<file path="src/rtl/pkt_input_ctrl_pkg.sv">
// Shared types and constants for the packet input conditioning stage.
// Holds the debouncer state encoding and the default widths.
package pkt_input_pkg;

  typedef enum logic [1:0] {
    IDLE         = 2'd0,
    PRESS_WAIT   = 2'd1,
    HELD         = 2'd2,
    RELEASE_WAIT = 2'd3
  } db_state_e;

  localparam int CNT_W_DEF = 12;
  localparam int NUM_W     = 2;

endpackage

</file>
<file path="src/rtl/pkt_input_ctrl_if.sv">
// Board-side bundle for pkt_input_ctrl: raw inputs in, clean strobes and counters out.
// The slave modport is the controller's view; master is the driver of the raw inputs.
interface pkt_input_ctrl_if
  import pkt_input_pkg::*;
#(
  parameter int CNT_W = CNT_W_DEF
);

  logic             btn_send;
  logic             btn_out;
  logic [NUM_W-1:0] sw_num;
  logic [NUM_W-1:0] num;
  logic             send_strobe;
  logic             out_strobe;
  logic [CNT_W-1:0] out_now;
  logic [CNT_W-1:0] sent_count;

  modport master (
    output btn_send, btn_out, sw_num,
    input  num, send_strobe, out_strobe, out_now, sent_count
  );

  modport slave (
    input  btn_send, btn_out, sw_num,
    output num, send_strobe, out_strobe, out_now, sent_count
  );

endinterface

</file>
<file path="src/rtl/pkt_input_ctrl_btn_debounce.sv">
// Synchronizes one raw pushbutton and emits a single-cycle press event
// after DEBOUNCE_CYCLES consecutive stable high samples.
//   state        | meaning
//   IDLE         | button released and qualified
//   PRESS_WAIT   | counting stable high samples toward a press
//   HELD         | press accepted, event already issued
//   RELEASE_WAIT | counting stable low samples toward release
module btn_debounce
  import pkt_input_pkg::*;
#(
  parameter int DEBOUNCE_CYCLES = 50000
) (
  input  logic clock,
  input  logic reset_n,
  input  logic btn_raw_i,
  output logic press_o
);

  localparam int CW = (DEBOUNCE_CYCLES > 1) ? $clog2(DEBOUNCE_CYCLES) : 1;
  localparam logic [CW-1:0] CNT_LAST = CW'(DEBOUNCE_CYCLES - 1);

  logic      sync1_q, sync2_q;
  db_state_e state_q, state_d;
  logic [CW-1:0] cnt_q, cnt_d;

  always_ff @(posedge clock or negedge reset_n) begin
    if (!reset_n) begin
      sync1_q <= 1'b0;
      sync2_q <= 1'b0;
      state_q <= IDLE;
      cnt_q   <= '0;
    end else begin
      sync1_q <= btn_raw_i;
      sync2_q <= sync1_q;
      state_q <= state_d;
      cnt_q   <= cnt_d;
    end
  end

  always_comb begin
    state_d = state_q;
    cnt_d   = cnt_q;
    press_o = 1'b0;
    case (state_q)
      IDLE: begin
        if (sync2_q) begin
          state_d = PRESS_WAIT;
          cnt_d   = '0;
        end
      end
      PRESS_WAIT: begin
        if (!sync2_q) begin
          state_d = IDLE;
        end else if (cnt_q == CNT_LAST) begin
          state_d = HELD;
          press_o = 1'b1;
        end else begin
          cnt_d = cnt_q + CW'(1);
        end
      end
      HELD: begin
        if (!sync2_q) begin
          state_d = RELEASE_WAIT;
          cnt_d   = '0;
        end
      end
      RELEASE_WAIT: begin
        if (sync2_q) begin
          state_d = HELD;
        end else if (cnt_q == CNT_LAST) begin
          state_d = IDLE;
        end else begin
          cnt_d = cnt_q + CW'(1);
        end
      end
      default: state_d = IDLE;
    endcase
  end

endmodule

</file>
<file path="src/rtl/pkt_input_ctrl.sv">
// Input conditioning for the QoS packet buffer: debounced send/output strobes,
// packet-class latch, send-before-out arbitration and the two event counters.
module pkt_input_ctrl
  import pkt_input_pkg::*;
#(
  parameter int DEBOUNCE_CYCLES = 50000,
  parameter int CNT_W           = CNT_W_DEF
) (
  input  logic              clock,
  input  logic              reset_n,
  pkt_input_ctrl_if.slave   bus
);

  logic             send_press, out_press;
  logic [NUM_W-1:0] sw_meta_q, sw_sync_q;
  logic [NUM_W-1:0] num_q, num_d;
  logic             send_strobe_q, send_strobe_d;
  logic             out_strobe_q, out_strobe_d;
  logic             out_pending_q, out_pending_d;
  logic [CNT_W-1:0] sent_count_q, sent_count_d;
  logic [CNT_W-1:0] out_now_q, out_now_d;

  btn_debounce #(.DEBOUNCE_CYCLES(DEBOUNCE_CYCLES)) u_db_send (
    .clock     (clock),
    .reset_n   (reset_n),
    .btn_raw_i (bus.btn_send),
    .press_o   (send_press)
  );

  btn_debounce #(.DEBOUNCE_CYCLES(DEBOUNCE_CYCLES)) u_db_out (
    .clock     (clock),
    .reset_n   (reset_n),
    .btn_raw_i (bus.btn_out),
    .press_o   (out_press)
  );

  always_ff @(posedge clock or negedge reset_n) begin
    if (!reset_n) begin
      sw_meta_q     <= '0;
      sw_sync_q     <= '0;
      num_q         <= '0;
      send_strobe_q <= 1'b0;
      out_strobe_q  <= 1'b0;
      out_pending_q <= 1'b0;
      sent_count_q  <= '0;
      out_now_q     <= '0;
    end else begin
      sw_meta_q     <= bus.sw_num;
      sw_sync_q     <= sw_meta_q;
      num_q         <= num_d;
      send_strobe_q <= send_strobe_d;
      out_strobe_q  <= out_strobe_d;
      out_pending_q <= out_pending_d;
      sent_count_q  <= sent_count_d;
      out_now_q     <= out_now_d;
    end
  end

  // A send press always wins the cycle; any out press that collides with it
  // is parked in out_pending and issued on the next free cycle.
  always_comb begin
    send_strobe_d = send_press;
    out_strobe_d  = !send_press && (out_press || out_pending_q);
    out_pending_d = send_press && (out_pending_q || out_press);
    num_d         = send_press ? sw_sync_q : num_q;
    sent_count_d  = sent_count_q + CNT_W'(send_strobe_q);
    out_now_d     = out_now_q + CNT_W'(out_strobe_q);
  end

  assign bus.num         = num_q;
  assign bus.send_strobe = send_strobe_q;
  assign bus.out_strobe  = out_strobe_q;
  assign bus.sent_count  = sent_count_q;
  assign bus.out_now     = out_now_q;

endmodule
</file>
<file path="src/flat_wrapper.sv">
// flat-port wrapper written by rule: the top's interface ports become plain ports
module pkt_input_ctrl_flat import pkt_input_pkg::*;
#(
  parameter int DEBOUNCE_CYCLES = 50000,
  parameter int CNT_W           = CNT_W_DEF
)
  (clock, reset_n, bus_btn_send, bus_btn_out, bus_sw_num, bus_num, bus_send_strobe, bus_out_strobe, bus_out_now, bus_sent_count);
  pkt_input_ctrl_if #(.CNT_W(CNT_W)) bus_i ();
  input  logic clock;
  input  logic reset_n;
  input wire logic [$bits(bus_i.btn_send)-1:0] bus_btn_send;
  input wire logic [$bits(bus_i.btn_out)-1:0] bus_btn_out;
  input wire logic [$bits(bus_i.sw_num)-1:0] bus_sw_num;
  output wire logic [$bits(bus_i.num)-1:0] bus_num;
  output wire logic [$bits(bus_i.send_strobe)-1:0] bus_send_strobe;
  output wire logic [$bits(bus_i.out_strobe)-1:0] bus_out_strobe;
  output wire logic [$bits(bus_i.out_now)-1:0] bus_out_now;
  output wire logic [$bits(bus_i.sent_count)-1:0] bus_sent_count;
  assign bus_i.btn_send = bus_btn_send;
  assign bus_i.btn_out = bus_btn_out;
  assign bus_i.sw_num = bus_sw_num;
  assign bus_num = bus_i.num;
  assign bus_send_strobe = bus_i.send_strobe;
  assign bus_out_strobe = bus_i.out_strobe;
  assign bus_out_now = bus_i.out_now;
  assign bus_sent_count = bus_i.sent_count;
  pkt_input_ctrl #(.DEBOUNCE_CYCLES(DEBOUNCE_CYCLES), .CNT_W(CNT_W)) u_core (.clock(clock), .reset_n(reset_n), .bus(bus_i));
endmodule
</file>
<file path="config.mk">
export PLATFORM = sky130hd
export DESIGN_NAME = pkt_input_ctrl_flat
export DESIGN_NICKNAME = d
export VERILOG_FILES = /design/src/rtl/pkt_input_ctrl_pkg.sv /design/src/rtl/pkt_input_ctrl_if.sv /design/src/rtl/pkt_input_ctrl_btn_debounce.sv /design/src/rtl/pkt_input_ctrl.sv /design/src/flat_wrapper.sv
export SDC_FILE = /design/constraint.sdc
export NUM_CORES = 1
export LEC_CHECK = 0
export CORE_ASPECT_RATIO = 0.9
export CORE_MARGIN = 2
export CORE_UTILIZATION = 35
export CTS_BUF_LIST = sky130_fd_sc_hd__clkbuf_8 sky130_fd_sc_hd__clkbuf_16
export CTS_CLUSTER_SIZE = 12
export DETAILED_ROUTE_END_ITERATION = 12
export GPL_TIMING_DRIVEN = 0
export HOLD_SLACK_MARGIN = 0.02
export PLACE_DENSITY_LB_ADDON = 0.2
export SLEW_MARGIN = 20
export SYNTH_ARGS = -nofsm -noshare
export SYNTH_HDL_FRONTEND = slang
export SYNTH_SLANG_ARGS = --single-unit
</file>
<file path="constraint.sdc">
create_clock -name clock -period 5 [get_ports clock]
set_input_delay 0.5 -clock clock [delete_from_list [all_inputs] [get_ports clock]]
set_output_delay 0.5 -clock clock [all_outputs]
set_load 0.005 [all_outputs]
</file>
Word-level counts from Yosys, hierarchy flattened
Index checks and enable logic that the tools add are counted.
{ "classes": {"addsub": 4, "eq_ne": 20, "n_mux": 32, "reduce_logical": 10} }
{ "ops": {"columns": ["operator", "count"], "rows": [
  ["2-to-1 mux 16 bit", 10],
  ["one-hot mux 16 bit (4 select lines)", 2],
  ["adder 16 x 1 -> 16 bit, second input constant", 2],
  ["== test 16 bit, second input constant", 2],
  ["adder 12 x 1 -> 12 bit", 2],
  ["2-to-1 mux 2 bit", 12],
  ["!= test 2 bit, second input constant", 8],
  ["one-hot mux 2 bit (4 select lines)", 2],
  ["AND reduction 4 bit", 4],
  ["!= test 3 bit, second input constant", 4],
  ["== test 2 bit, second input constant", 4],
  ["2-to-1 mux 1 bit", 6],
  ["== test 2 x 1 -> 1 bit, second input constant", 2],
  ["logical NOT 2 bit", 2],
  ["logical AND 1 bit", 2],
  ["logical NOT 1 bit", 1],
  ["logical OR 1 bit", 1]
]} }
{ "totals": {"ff_bits": 73, "input_bits": 6, "word_cells": 82} }

Longest topological paths before layout
Gate-level depths: netlist of run 1.
{ "logic_depth": {"ltp_word": 6, "ltp_mapped": 7, "depth_no_buf": 6} }

Modules after synthesis
From an unflattened synthesis of run 1, not the netlist that was laid out.
{ "unflattened": {"cells_unflattened": 335, "area_unflattened_um2": 3628.5} }
{ "by_module_without_submodules": {"columns": ["mod", "n_inst", "cells_each", "area_per_inst_um2"], "rows": [
  ["btn_debounce", 2, 120, 1159.9],
  ["pkt_input_ctrl", 1, 95, 1308.8]
]} }

Worst setup path after synthesis of run 1
OpenSTA, ideal clock, no wires.
{ "synth_timing": {"path_kind": "reg2reg", "from": "register u_core.u_db_send.cnt_q[0]", "to": "register u_core.num_q[0] (netlist: u_core.bus.num[0])", "setup_ns": 0.125, "arrival_time_ns": 1.839, "setup_slack_ns": 3.036, "path_stages_with_launch": 7, "synth_period_minus_slack_ns": 1.964, "path_cell_list": "dfrtp_1 ha_1 nand4b_1 nor4_4 and4b_1 buf_2 mux2_2"} }
{ "synth_via": {"elab_chain_cells": 4} }
{ "synth_lines": {"columns": ["item", "line_no", "text"], "rows": [
  ["from (decl)", "pkt_input_ctrl_btn_debounce.sv:24", "logic [CW-1:0] cnt_q, cnt_d;"],
  ["from (signal assigned)", "pkt_input_ctrl_btn_debounce.sv:36", "cnt_q <= cnt_d;"],
  ["== test 16 bit", "pkt_input_ctrl_btn_debounce.sv:54", "end else if (cnt_q == CNT_LAST) begin"],
  ["2-to-1 mux 1 bit", "pkt_input_ctrl_btn_debounce.sv:54", null],
  ["2-to-1 mux 1 bit", "pkt_input_ctrl_btn_debounce.sv:52", "if (!sync2_q) begin"],
  ["2-to-1 mux 1 bit", "pkt_input_ctrl_btn_debounce.sv:44", "case (state_q)"],
  ["net u_core.send_press", "pkt_input_ctrl.sv:14", "logic send_press, out_press;"],
  ["to (signal assigned)", "pkt_input_ctrl.sv:50", "num_q <= num_d;"],
  ["to (decl)", "pkt_input_ctrl.sv:16", "logic [NUM_W-1:0] num_q, num_d;"]
]} }
The timed path passes the listed nets, and every way through them passes these cells.
A chain may end at the register's enable or synchronous reset.

Worst setup path after layout of run 1
{ "layout_timing": {"from": "register u_core.u_db_send.cnt_q[0]", "to": "register u_core.num_q[1] (netlist: u_core.bus.num[1])"} }
Same word-level chain as after synthesis.

==> results of run 1 <==
==> placed cells by master, fill, tap and decap left out, types with 3 or more instances in the layout <==
cell             count
clkbuf_1            13
nor3_1               5
nand2b_1             5
nand3b_1             5
nand2_1             28
nor2_1              11
o211ai_1             7
nand3_1             23
a21oi_1              4
xnor2_1             17
ha_1                 6
dfrtp_1             73
mux2i_1              5
xor2_1               6
inv_1                7
o21ai_0             15
nand4_1             11
a211o_1              5
clkbuf_16            9
nor4_1               5
mux2_2               4
o311ai_0             4
a22o_1               5
or4_1                3
and4_1               8
and3_1              10
o31ai_1              4
clkinvlp_4           5
clkdlybuf4s50_1     32
==> per-stage QoR <==
stage          worst slack [ns]  power [mW]
2_1_floorplan              3.04       0.670
4_1_cts                    2.70        1.36
5_1_grt                    2.58        1.40
3_5_place_dp               2.72       0.705
3_3_place_gp              0.774       0.702
6_report                   2.71        1.35
==> state kept, by name, summed over array words and instances (netlist names), named ones only <==
signal	count
u_core.u_db_out.cnt_q	16
u_core.u_db_send.cnt_q	16
u_core.bus.out_now	12
u_core.bus.sent_count	12
u_core.bus.num	2
u_core.sw_meta_q	2
u_core.sw_sync_q	2
u_core.bus.out_strobe	1
u_core.bus.send_strobe	1
u_core.out_pending_q	1
u_core.u_db_out.state_q	1
u_core.u_db_out.sync1_q	1
u_core.u_db_out.sync2_q	1
u_core.u_db_send.state_q	1
u_core.u_db_send.sync1_q	1
u_core.u_db_send.sync2_q	1
==> cell families after synthesis <==
family | share of synthesized area
and+or+nand+nor | 0.227
adders and majority gates | 0.0211
AOI/OAI and AO/OA | 0.123
DFF | 0.513
muxes | 0.0267
xor gates and xnor gates | 0.0566
buffers and inverters | 0.0320
==> path summary, 6_finish.rpt <==
path                            slack [ns]                        end  depth (start not counted)
min in group clock                    0.35        u_core.sw_sync_q[0]                          0
worst max register to register        2.71          u_core.bus.num[1]                          6
worst min-delay path                  0.09   u_core.bus.sent_count[5]                          1
worst max-delay path                  2.71          u_core.bus.num[1]                          6
worst min register to register        0.35        u_core.sw_sync_q[0]                          0
max in group asynchronous             4.36  u_core.u_db_out.cnt_q[11]                          2
==> final cells by class <==
type | instances | share of cell area
clock inverters | 6 | 0.0154
repair buffers | 34 | 0.0811
plain buffers | 17 | 0.0191
multi-input cells | 232 | 0.370
inverters | 8 | 0.00686
flip-flops and latches | 73 | 0.417
well taps | 126 | 0.0360
clock buffers | 10 | 0.0546
==> power groups by stage <==
stage          clock network (mW)  registers (mW)  logic, mW
5_1_grt                     0.694           0.626     0.0812
2_1_floorplan                   0           0.629     0.0414
4_1_cts                     0.667           0.623     0.0720
3_5_place_dp                    0           0.633     0.0723
3_3_place_gp                    0           0.633     0.0687
6_report                    0.652           0.623     0.0703
==> layer usage <==
layer,global-route usage,part of all wire,vias up
met5,0,0,-
met4,0.0596,0.016,0
li1,-,-,1325
met2,0.216,0.44,57
met1,0.221,0.51,1336
met3,0.0242,0.034,10
==> critical path: cells and delay by family (launching register included) <==
family / cells / cell delay [ns]
flops: 1 / 0.41
fa+ha+maj: 1 / 0.27
buf+inv: 1 / 0.16
simple gates: 3 / 1.00
mux: 1 / 0.34
==> key figures, run 1 <==
Power and ir drop
  • Sw frac: 0.233
  • Clock power frac: 0.485
  • Pleak: ~1.9 nW
  • Max VDD drop: about 180 uV
  • Reg power frac: 0.463
  • Int Power: 1.03 mW
  • Switching power: about 0.31 mW
  • Comb pwr share: 0.052
  • P per Cell Area: around 310 nW/um^2

GRT
  • Global-route wire length before repair: roughly 13000 um
  • Grt ovf: 0
  • Overall routing resource usage: 0.149
  • Largest net degree at the start of global routing: 48
  • Initial antenna violation count: 0
  • Number of global-route vias before repair: 2634

Setup path
  • Crit-path cells: ha_1 > nand4b_1 > nor4_4 > and4b_1 > buf_2 > mux2_2
  • WS Path Type: reg2reg
  • WP data required: approximately 5.2 ns
  • Startpoint types: flip-flop
  • Crit path max fanout: 10
  • Crit. End Element: flip-flop
  • CP peak stage delay: 0.54 ns
  • Critical-path top delay cell: nor4_4
  • FF-to-FF Start: u_core.u_db_send.cnt_q[0]
  • Worst Path Arrival: around 2.5 ns
  • Crit path from: u_core.u_db_send.cnt_q[0]

Timing
  • Max-slew violations: 0
  • RSZ-0062 raised after global routing: false
  • Final Skew: around 0.0055 ns
  • Final Hold Fails: 0
  • Post-route minimum period: 2.29 ns
  • Max Fclk: roughly 440 MHz
  • Actual slew at the worst max-slew pin: approximately 0.84 ns
  • Setup_tns: 0 ns
  • Final hold slack: 0.0895 ns
  • Crit share post-route: 0.458
  • Final setup vio count: 0
  • Slew Limit Headroom: 0.438

Logic synthesis
  • Distinct cell type count after synthesis: 56
  • Area contributors post-synth: dfrtp_1 51%, xnor2_1 4.2%, nand3_1 3.2%
  • Post-Syn Instances: 330
  • Area leader, netlist: dfrtp_1
  • Top_reg_cell synth: dfrtp_1
  • FFs w/ async S/R, synth: 1.00
  • Post-Syn Area: ~3600 sq um
  • Post-synthesis sequential area ratio: 0.513
  • EDFF count, synth: 0
  • Synth top area share: 0.513
  • Post-Syn Nets: 342
  • Seq cells post-synth: between 70 and 80
  • Synth Warn #: 0
  • Count leader, synth: dfrtp_1
  • Synthesized area per cell: roughly 11 sq um
  • Commonest cells post-synth: 73 x dfrtp_1, 28 x nand2_1, 23 x nand3_1, 17 x xnor2_1, 15 x o21ai_0

Layout
  • Post-route insts no fill: 506
  • Share of layout cells above drive strength 1: 0.0895
  • Synth-to-layout area growth: 23.0%
  • Antenna diodes: 0
  • Multi-input gate area: roughly 1600 sq um
  • Storage cell area: about 1800 sq um
  • # fillers: between 900 and 1000
  • Post-layout nets: 387
  • Final core utilization: 0.448
  • Design area: around 4400 sq um

Drt
  • Wire per inst: around 15 um
  • DRC: 0
  • Via density: approximately 5.4
  • Post-DRT Antenna Nets: 0
  • Final wirelength: approximately 7600 um
  • First-pass DRT Iterations: 4
  • Detailed Route Iter0 Violations: roughly 180
  • Vias: roughly 2700

Clock network
  • CTS HTree Levels: 3
  • Post-CTS Resized: 0
  • Post-CTS setup buffers: 0
  • TritonCTS sink count: between 70 and 80
  • Hold Buf Count CTS: 0
  • CTS tree: built
  • Root Driver: clkbuf_16
  • CTS buffer count: 9
  • Longest Clk Path Bufs: 2
  • Clock transition at path regs: 0.06 ns
  • Clk_lat worst skew: roughly 0.32 ns

Hold path
  • Min-Delay Path Class: in2async

Placed design
  • Routability cong.: roughly 0.79
  • I/O Buffers: 33
  • Hpwl dp: between 5000 and 6000 um
  • Area after DPL: 4070 sq um
  • Number of placed cells counting well taps: just under 500

Floorplanning
  • Core box area: about 9800 sq um
  • Effective utilization at floorplan: 0.364
  • Num ports: 34
  • Die Footprint: 11000 sq um
  • Die Wd: approximately 110 um
  • Die Ht: 99.7 um
  • Row count: 34

Run status
  • Outcome: finished clean

Job
  • Max Cap Viol: 0
Note: power is estimated with default switching activity, not from simulation.
==> run 2, diff against run 1 <==
Clock period 5 ns to 1.91 ns, I/O delays scaled along.
==> run 2 against run 1 <==
Against the previous run: the run now ends with setup timing left; core utilization up 1.8 points; final cell count up 2.4%; wire length up 5.7%; die area unchanged; sequential share of layout area down 1.4 points; clock power up 140%; count of clock-buffer cells in the layout down 1; via count up 4.5%; combinational power rose to 2.9 times the previous value; worst setup slack worse by 2.7 ns.
==> key figures, run 2 (synthesis results as in run 1) <==
Run status
  • Outcome: finished, violations left (was finished clean)
  • Failing checks: setup timing

Power and ir drop
  • Max VDD drop: 456 uV (was 177 uV)
  • Pleak: 1.97 nW (was 1.88 nW)
  • P per Cell Area: 752 nW/um^2 (was 307 nW/um^2)

Hold path
  • Min-Delay Path Class: in2reg (was in2async)

Setup path
  • Crit. End Element: flip-flop (unchanged)
  • Worst Path Arrival: 2.14 ns (was 2.50 ns)
  • Crit path max fanout: 10 (unchanged)
  • WP data required: 2.12 ns (was 5.21 ns)
  • Crit-path cells: or4bb_4 > nor4_4 > buf_4 > nor4_1 > a211o_1 (was ha_1 > nand4b_1 > nor4_4 > and4b_1 > buf_2 > mux2_2)
  • Crit path buffers/inverters: 1 (unchanged)
  • Startpoint types: flip-flop (unchanged)
  • Critical-path top delay cell: or4bb_4 (was nor4_4)
  • WS Path Type: reg2reg (unchanged)
  • CP peak stage delay: 0.56 ns (was 0.54 ns)
  • Delay-heaviest family, CP: simple AND/OR/NAND/NOR gates (unchanged)
  • R2R Setup Slk: -0.02 ns (was 2.71 ns)

Floorplanning
  • Die Footprint: 11000 sq um (unchanged)
  • Core box area: 9780 sq um (unchanged)
  • Die Ht: 99.7 um (unchanged)
  • Num ports: 34 (unchanged)
  • Die Wd: 110 um (unchanged)
  • Effective utilization at floorplan: 0.364 (unchanged)
  • Row count: 34 (unchanged)

Timing
  • Final worst setup slack: -0.0172 ns (was 2.71 ns)
  • Final setup vio count: 2 (was 0)
  • Max Fclk: 519 MHz (was 437 MHz)
  • Final Hold Fails: 0 (unchanged)
  • Final Skew: 0.00819 ns (was 0.00545 ns)
  • Actual slew at the worst max-slew pin: 0.539 ns (was 0.837 ns)
  • Crit share post-route: 1.01 (was 0.458)
  • RSZ-0062 raised after global routing: true (was false)
  • Final hold slack: 0.298 ns (was 0.0895 ns)
  • Max-slew violations: 0 (unchanged)
  • Post-route minimum period: 1.93 ns (was 2.29 ns)
  • Slew Limit Headroom: 0.640 (was 0.438)
  • Setup_tns: -0.0284 ns (was 0 ns)

Layout
  • Synth-to-layout area growth: 27.9% (was 23.0%)
  • Largest regs: u_core.u_db_out.cnt_q: 16 flops, u_core.u_db_send.cnt_q: 16 flops (unchanged)
  • # fillers: 917 (was 923)
  • Commonest non-fill, non-tap cell in the layout: dfrtp_1 (unchanged)
  • Share of layout cells above drive strength 1: 0.171 (was 0.0895)
  • Post-layout nets: 399 (was 387)
  • Antenna diodes: 0 (unchanged)
  • Commonest non-fill, non-tap cells in the layout: 65 x dfrtp_1, 32 x clkdlybuf4s50_1, 28 x nand2_1 (was 73 x dfrtp_1, 32 x clkdlybuf4s50_1, 28 x nand2_1)

GRT
  • Number of global-route vias before repair: 2634 (unchanged)
  • Global-route wire length before repair: 13200 um (was 12800 um)
  • Overall routing resource usage: 0.154 (was 0.149)
  • Grt ovf: 0 (unchanged)
  • Initial antenna violation count: 0 (unchanged)
  • Largest net degree at the start of global routing: 49 (was 48)

Clock network
  • Longest Clk Path Bufs: 2 (unchanged)
  • TritonCTS sink count: 73 (unchanged)
  • Clock transition at path regs: 0.06 ns (about the same)
  • CTS tree: built (unchanged)
  • Clk_lat worst skew: 0.33 ns (was 0.32 ns)
  • CTS HTree Levels: 3 (unchanged)
  • CTS buffer count: 9 (unchanged)
  • Root Driver: clkbuf_16 (unchanged)

Drt
  • Detailed Route Iter0 Violations: 305 (was 183)
  • Post-DRT Antenna Nets: 0 (unchanged)
  • Vias: 2851 (was 2728)
  • Wire per inst: 15.4 um (was 14.9 um)
  • DRC: 0 (unchanged)
  • First-pass DRT Iterations: 5 (was 4)
  • Via density: 5.50 (was 5.39)
  • Final wirelength: 7990 um (was 7560 um)

Placed design
  • I/O Buffers: 33 (unchanged)
  • Hpwl dp: 5150 um (was 5160 um)
  • Pre-CTS WS: -0.315 ns (was 2.72 ns)
  • Routability cong.: 0.808 (was 0.791)

Job
  • Max Cap Viol: 0 (unchanged)
[run 2: path summary, 6_finish.rpt]
path                                           from                   endpoint  cells after the start
max                        u_core.u_db_out.cnt_q[5]  u_core.u_db_out.cnt_q[11]                      5
min                                   bus_sw_num[0]        u_core.sw_meta_q[0]                      1
min reg2reg                u_core.u_db_send.sync1_q   u_core.u_db_send.sync2_q                      0
max in group asynchronous                   reset_n  u_core.u_db_out.cnt_q[13]                      3
min in group asynchronous                   reset_n   u_core.bus.sent_count[5]                      2
max reg2reg                u_core.u_db_out.cnt_q[5]  u_core.u_db_out.cnt_q[11]                      5
[run 2: power breakdown]
part / switching (mW) / leakage [nW] / internal, mW
Combinational: 0.115 / 0.853 / 0.0877
Clock: 0.686 / 0.136 / 0.890
Sequential: 0.0603 / 0.979 / 1.59
[run 2: final cells by class]
cell class,count,area [sq um],area share
clock inverter,7,56.3,0.0124
clock buffer,9,225,0.0494
sequential,73,1840,0.403
tap,126,158,0.0346
buffer,12,76.3,0.0168
inverter,8,30.0,0.00659
timing repair buffer,51,503,0.110
multi-input combinational,232,1670,0.367
[run 2: per-layer routing]
metal | global-route usage | vias to the layer above | wire (um)
li1 | - | 1359 | -
met1 | 0.227 | 1397 | 3920
met2 | 0.218 | 86 | 3440
met3 | 0.0360 | 9 | 509
met4 | 0.0587 | 0 | 119
met5 | 0 | - | 0
[run 2: repair_timing]
action / CTS / global route
endpoints found under the hold margin: 25 / 0
setup endpoints to repair: 19 / 21
pin swaps: 9 / 6
setup buffers: 9 / 6
hold buffers: 1 / 0
gates resized for setup: 9 / 15
gates cloned: 0 / 1
[run 2: per-stage QoR]
step	cells	total power, mW	util	instance area, sq um
floorplan	330	1.76	-	3570
global placement	489	1.84	0.415	4060
detailed placement	490	1.85	0.417	4080
CTS	513	3.44	0.455	4450
global route	518	3.57	0.466	4560
finish	518	3.43	0.466	4560
[run 2: worst register-to-register path: stages (launching register included)]
cell and delay, ns:
dfrtp_2 0.41, or4bb_4 0.56, nor4_4 0.32, buf_4 0.22, nor4_1 0.06, a211o_1 0.24
==> run 3, diff against run 2 <==
Settings changed: GPL_TIMING_DRIVEN 0 to unset, PLACE_DENSITY_LB_ADDON 0.2 to 0.12.
==> run 3 against run 2 <==
Against the previous run: the flow now finishes without violations; worst setup slack gained 0.064 ns; clock power decreased by 3%; sequential share of layout area shrank 0.20 points; largest power group unchanged; power is 1.3% lower; register-to-register slack better by 0.06 ns; highest routed layer unchanged; critical endpoint is now u_core.u_db_out.cnt_q[12]; fmax grew 3.4%.
==> key figures, run 3 (synthesis results as in run 1) <==
Run status
  • Outcome: finished clean (was finished, violations left)

Layout
  • Largest regs: u_core.u_db_out.cnt_q: 16 flops, u_core.u_db_send.cnt_q: 16 flops (unchanged)
  • Commonest non-fill, non-tap cells in the layout: 72 x dfrtp_1, 35 x buf_4, 32 x clkdlybuf4s50_1 (was 65 x dfrtp_1, 32 x clkdlybuf4s50_1, 28 x nand2_1)
  • Share of layout cells above drive strength 1: 0.170 (was 0.171)
  • Antenna diodes: 0 (unchanged)
  • # fillers: 932 (was 917)
  • Final core utilization: 0.466 (about the same)
  • Post-route insts no fill: 525 (was 518)
  • Commonest non-fill, non-tap cell in the layout: dfrtp_1 (unchanged)
  • Synth-to-layout area growth: 28.0% (was 27.9%)
  • Multi-input gate area: 1630 sq um (was 1670 sq um)
  • Post-layout nets: 407 (was 399)
  • Storage cell area: 1830 sq um (was 1840 sq um)

Drt
  • Final wirelength: 7860 um (was 7990 um)
  • First-pass DRT Iterations: 4 (was 5)
  • Via density: 5.35 (was 5.50)
  • DRC: 0 (unchanged)
  • Vias: 2809 (was 2851)
  • Wire per inst: 15.0 um (was 15.4 um)
  • Post-DRT Antenna Nets: 0 (unchanged)
  • Detailed Route Iter0 Violations: 219 (was 305)

Clock network
  • Longest Clk Path Bufs: 2 (unchanged)
  • CTS tree: built (unchanged)
  • CTS HTree Levels: 3 (unchanged)
  • Clk_lat worst skew: 0.33 ns (about the same)
  • CTS buffer count: 9 (unchanged)
  • TritonCTS sink count: 73 (unchanged)
  • Clock transition at path regs: 0.05 ns (was 0.06 ns)
  • Root Driver: clkbuf_16 (unchanged)

Placed design
  • I/O Buffers: 33 (unchanged)
  • Hpwl dp: 5520 um (was 5150 um)
  • Number of placed cells counting well taps: 509 (was 490)
  • Routability cong.: 0.802 (was 0.808)

Timing
  • Slew Limit Headroom: 0.718 (was 0.640)
  • Crit share post-route: 0.975 (was 1.01)
  • Max Fclk: 537 MHz (was 519 MHz)
  • RSZ-0062 raised after global routing: true (unchanged)
  • Setup_tns: 0 ns (was -0.0284 ns)
  • Final setup vio count: 0 (was 2)
  • Final Skew: 0.00772 ns (was 0.00819 ns)
  • Final Hold Fails: 0 (unchanged)
  • Post-route minimum period: 1.86 ns (was 1.93 ns)
  • Actual slew at the worst max-slew pin: 0.420 ns (was 0.539 ns)
  • Max-slew violations: 0 (unchanged)
  • Final hold slack: 0.300 ns (was 0.298 ns)

Power and ir drop
  • Pleak: 2.03 nW (was 1.97 nW)
  • Max VDD drop: 418 uV (was 456 uV)
  • P per Cell Area: 742 nW/um^2 (was 752 nW/um^2)
  • Design Power: 3.38 mW (was 3.43 mW)

Setup path
  • Critical-path top delay cell: or4b_4 (was or4bb_4)
  • Worst Path Arrival: 2.08 ns (was 2.14 ns)
  • Startpoint types: flip-flop (unchanged)
  • WP data required: 2.12 ns (about the same)
  • Delay-heaviest family, CP: simple AND/OR/NAND/NOR gates (unchanged)
  • WS Path Type: reg2reg (unchanged)
  • Crit path buffers/inverters: 2 (was 1)
  • Crit path max fanout: 2 (was 10)
  • FF-to-FF Start: u_core.u_db_out.cnt_q[10] (was u_core.u_db_out.cnt_q[5])
  • CP peak stage delay: 0.55 ns (was 0.56 ns)
  • Crit-path cells: or4b_4 > nor4_4 > or2_1 > buf_4 > inv_2 > a41o_1 (was or4bb_4 > nor4_4 > buf_4 > nor4_1 > a211o_1)
  • Crit. End Element: flip-flop (unchanged)
  • Reg2reg end: u_core.u_db_out.cnt_q[12] (was u_core.u_db_out.cnt_q[11])
  • R2R Setup Slk: 0.05 ns (was -0.02 ns)
  • Reg2reg path depth: 6 (was 5)

GRT
  • Largest net degree at the start of global routing: 44 (was 49)
  • Grt ovf: 0 (unchanged)
  • Number of global-route vias before repair: 2738 (was 2634)
  • Overall routing resource usage: 0.158 (was 0.154)
  • Initial antenna violation count: 0 (unchanged)
  • Global-route wire length before repair: 13500 um (was 13200 um)

Job
  • Max Cap Viol: 0 (unchanged)

Floorplanning
  • Die Wd: 110 um (unchanged)
  • Die Footprint: 11000 sq um (unchanged)
  • Die Ht: 99.7 um (unchanged)
  • Row count: 34 (unchanged)
  • Core box area: 9780 sq um (unchanged)
  • Num ports: 34 (unchanged)
  • Effective utilization at floorplan: 0.364 (unchanged)

Hold path
  • Hold Path Origin: bus_btn_send (was bus_sw_num[0])
  • Hold path depth: 1 (unchanged)
  • Min-Delay Path Class: in2reg (unchanged)
  • WHS Endpoint: u_core.u_db_send.sync1_q (was u_core.sw_meta_q[0])
[run 3: cell count changes in the layout (fill, tap and decap cells not counted), moves of 2 or more]
cell and change:
buf_4 +18, o21ai_0 +2, buf_12 +2, dfrtp_2 -7, clkbuf_1 -7, dfrtp_1 +7, clkinv_4 -3
[run 3: what timing repair did]
action,in CTS,in global routing
setup endpoints to repair,0,12
hold buffers,1,0
resized for setup,0,4
hold endpoints to repair,30,0
setup buffers,0,0
[run 3: report_power, final]
| group | leakage (nW) | switching [mW] | internal, mW | total [mW] |
|---|---|---|---|---|
| clock network | 0.132 | 0.651 | 0.877 | 1.53 |
| registers | 0.990 | 0.0406 | 1.59 | 1.63 |
| logic | 0.906 | 0.125 | 0.0978 | 0.223 |
| total | 2.03 | 0.817 | 2.56 | 3.38 |
[run 3: cell type report]
type                    instances  share of cell area
well taps                     126              0.0346
multi-input cells             232               0.357
flip-flops and latches         73               0.401
repair buffers                 71               0.141
clock inverters                 6             0.00961
inverters                       8             0.00659
clock buffers                   9              0.0494
[run 3: metal layers]
metal | up-vias | routed length [um] | GRT usage
li1 | 1372 | - | -
met1 | 1358 | 3830 | 0.224
met2 | 69 | 3500 | 0.235
met3 | 10 | 425 | 0.0419
met4 | 0 | 105 | 0.0481
met5 | - | 0 | 0
[run 3: worst max-delay path by stage]
stage | start | to | slack [ns] | cells past startpoint
floorplan | u_core.u_db_send.cnt_q[0] | u_core.bus.num[0] | -0.04 | 6
global placement | u_core.u_db_out.cnt_q[9] | u_core.u_db_out.cnt_q[14] | 0.06 | 5
detailed placement | u_core.u_db_out.cnt_q[9] | u_core.u_db_out.cnt_q[10] | 0.03 | 5
CTS | u_core.u_db_out.cnt_q[9] | u_core.u_db_out.cnt_q[10] | 0.009 | 5
global route | u_core.u_db_out.cnt_q[10] | u_core.u_db_out.cnt_q[12] | -0.02 | 6
finish | u_core.u_db_out.cnt_q[10] | u_core.u_db_out.cnt_q[12] | 0.05 | 6
[run 3: through the flow]
step,setup WS [ns],cell area [sq um]
2_1_floorplan,-0.0435,3570
3_3_place_gp,0.0627,4270
3_5_place_dp,0.0296,4270
4_1_cts,0.00891,4550
5_1_grt,-0.0221,4560
6_report,0.0468,4560
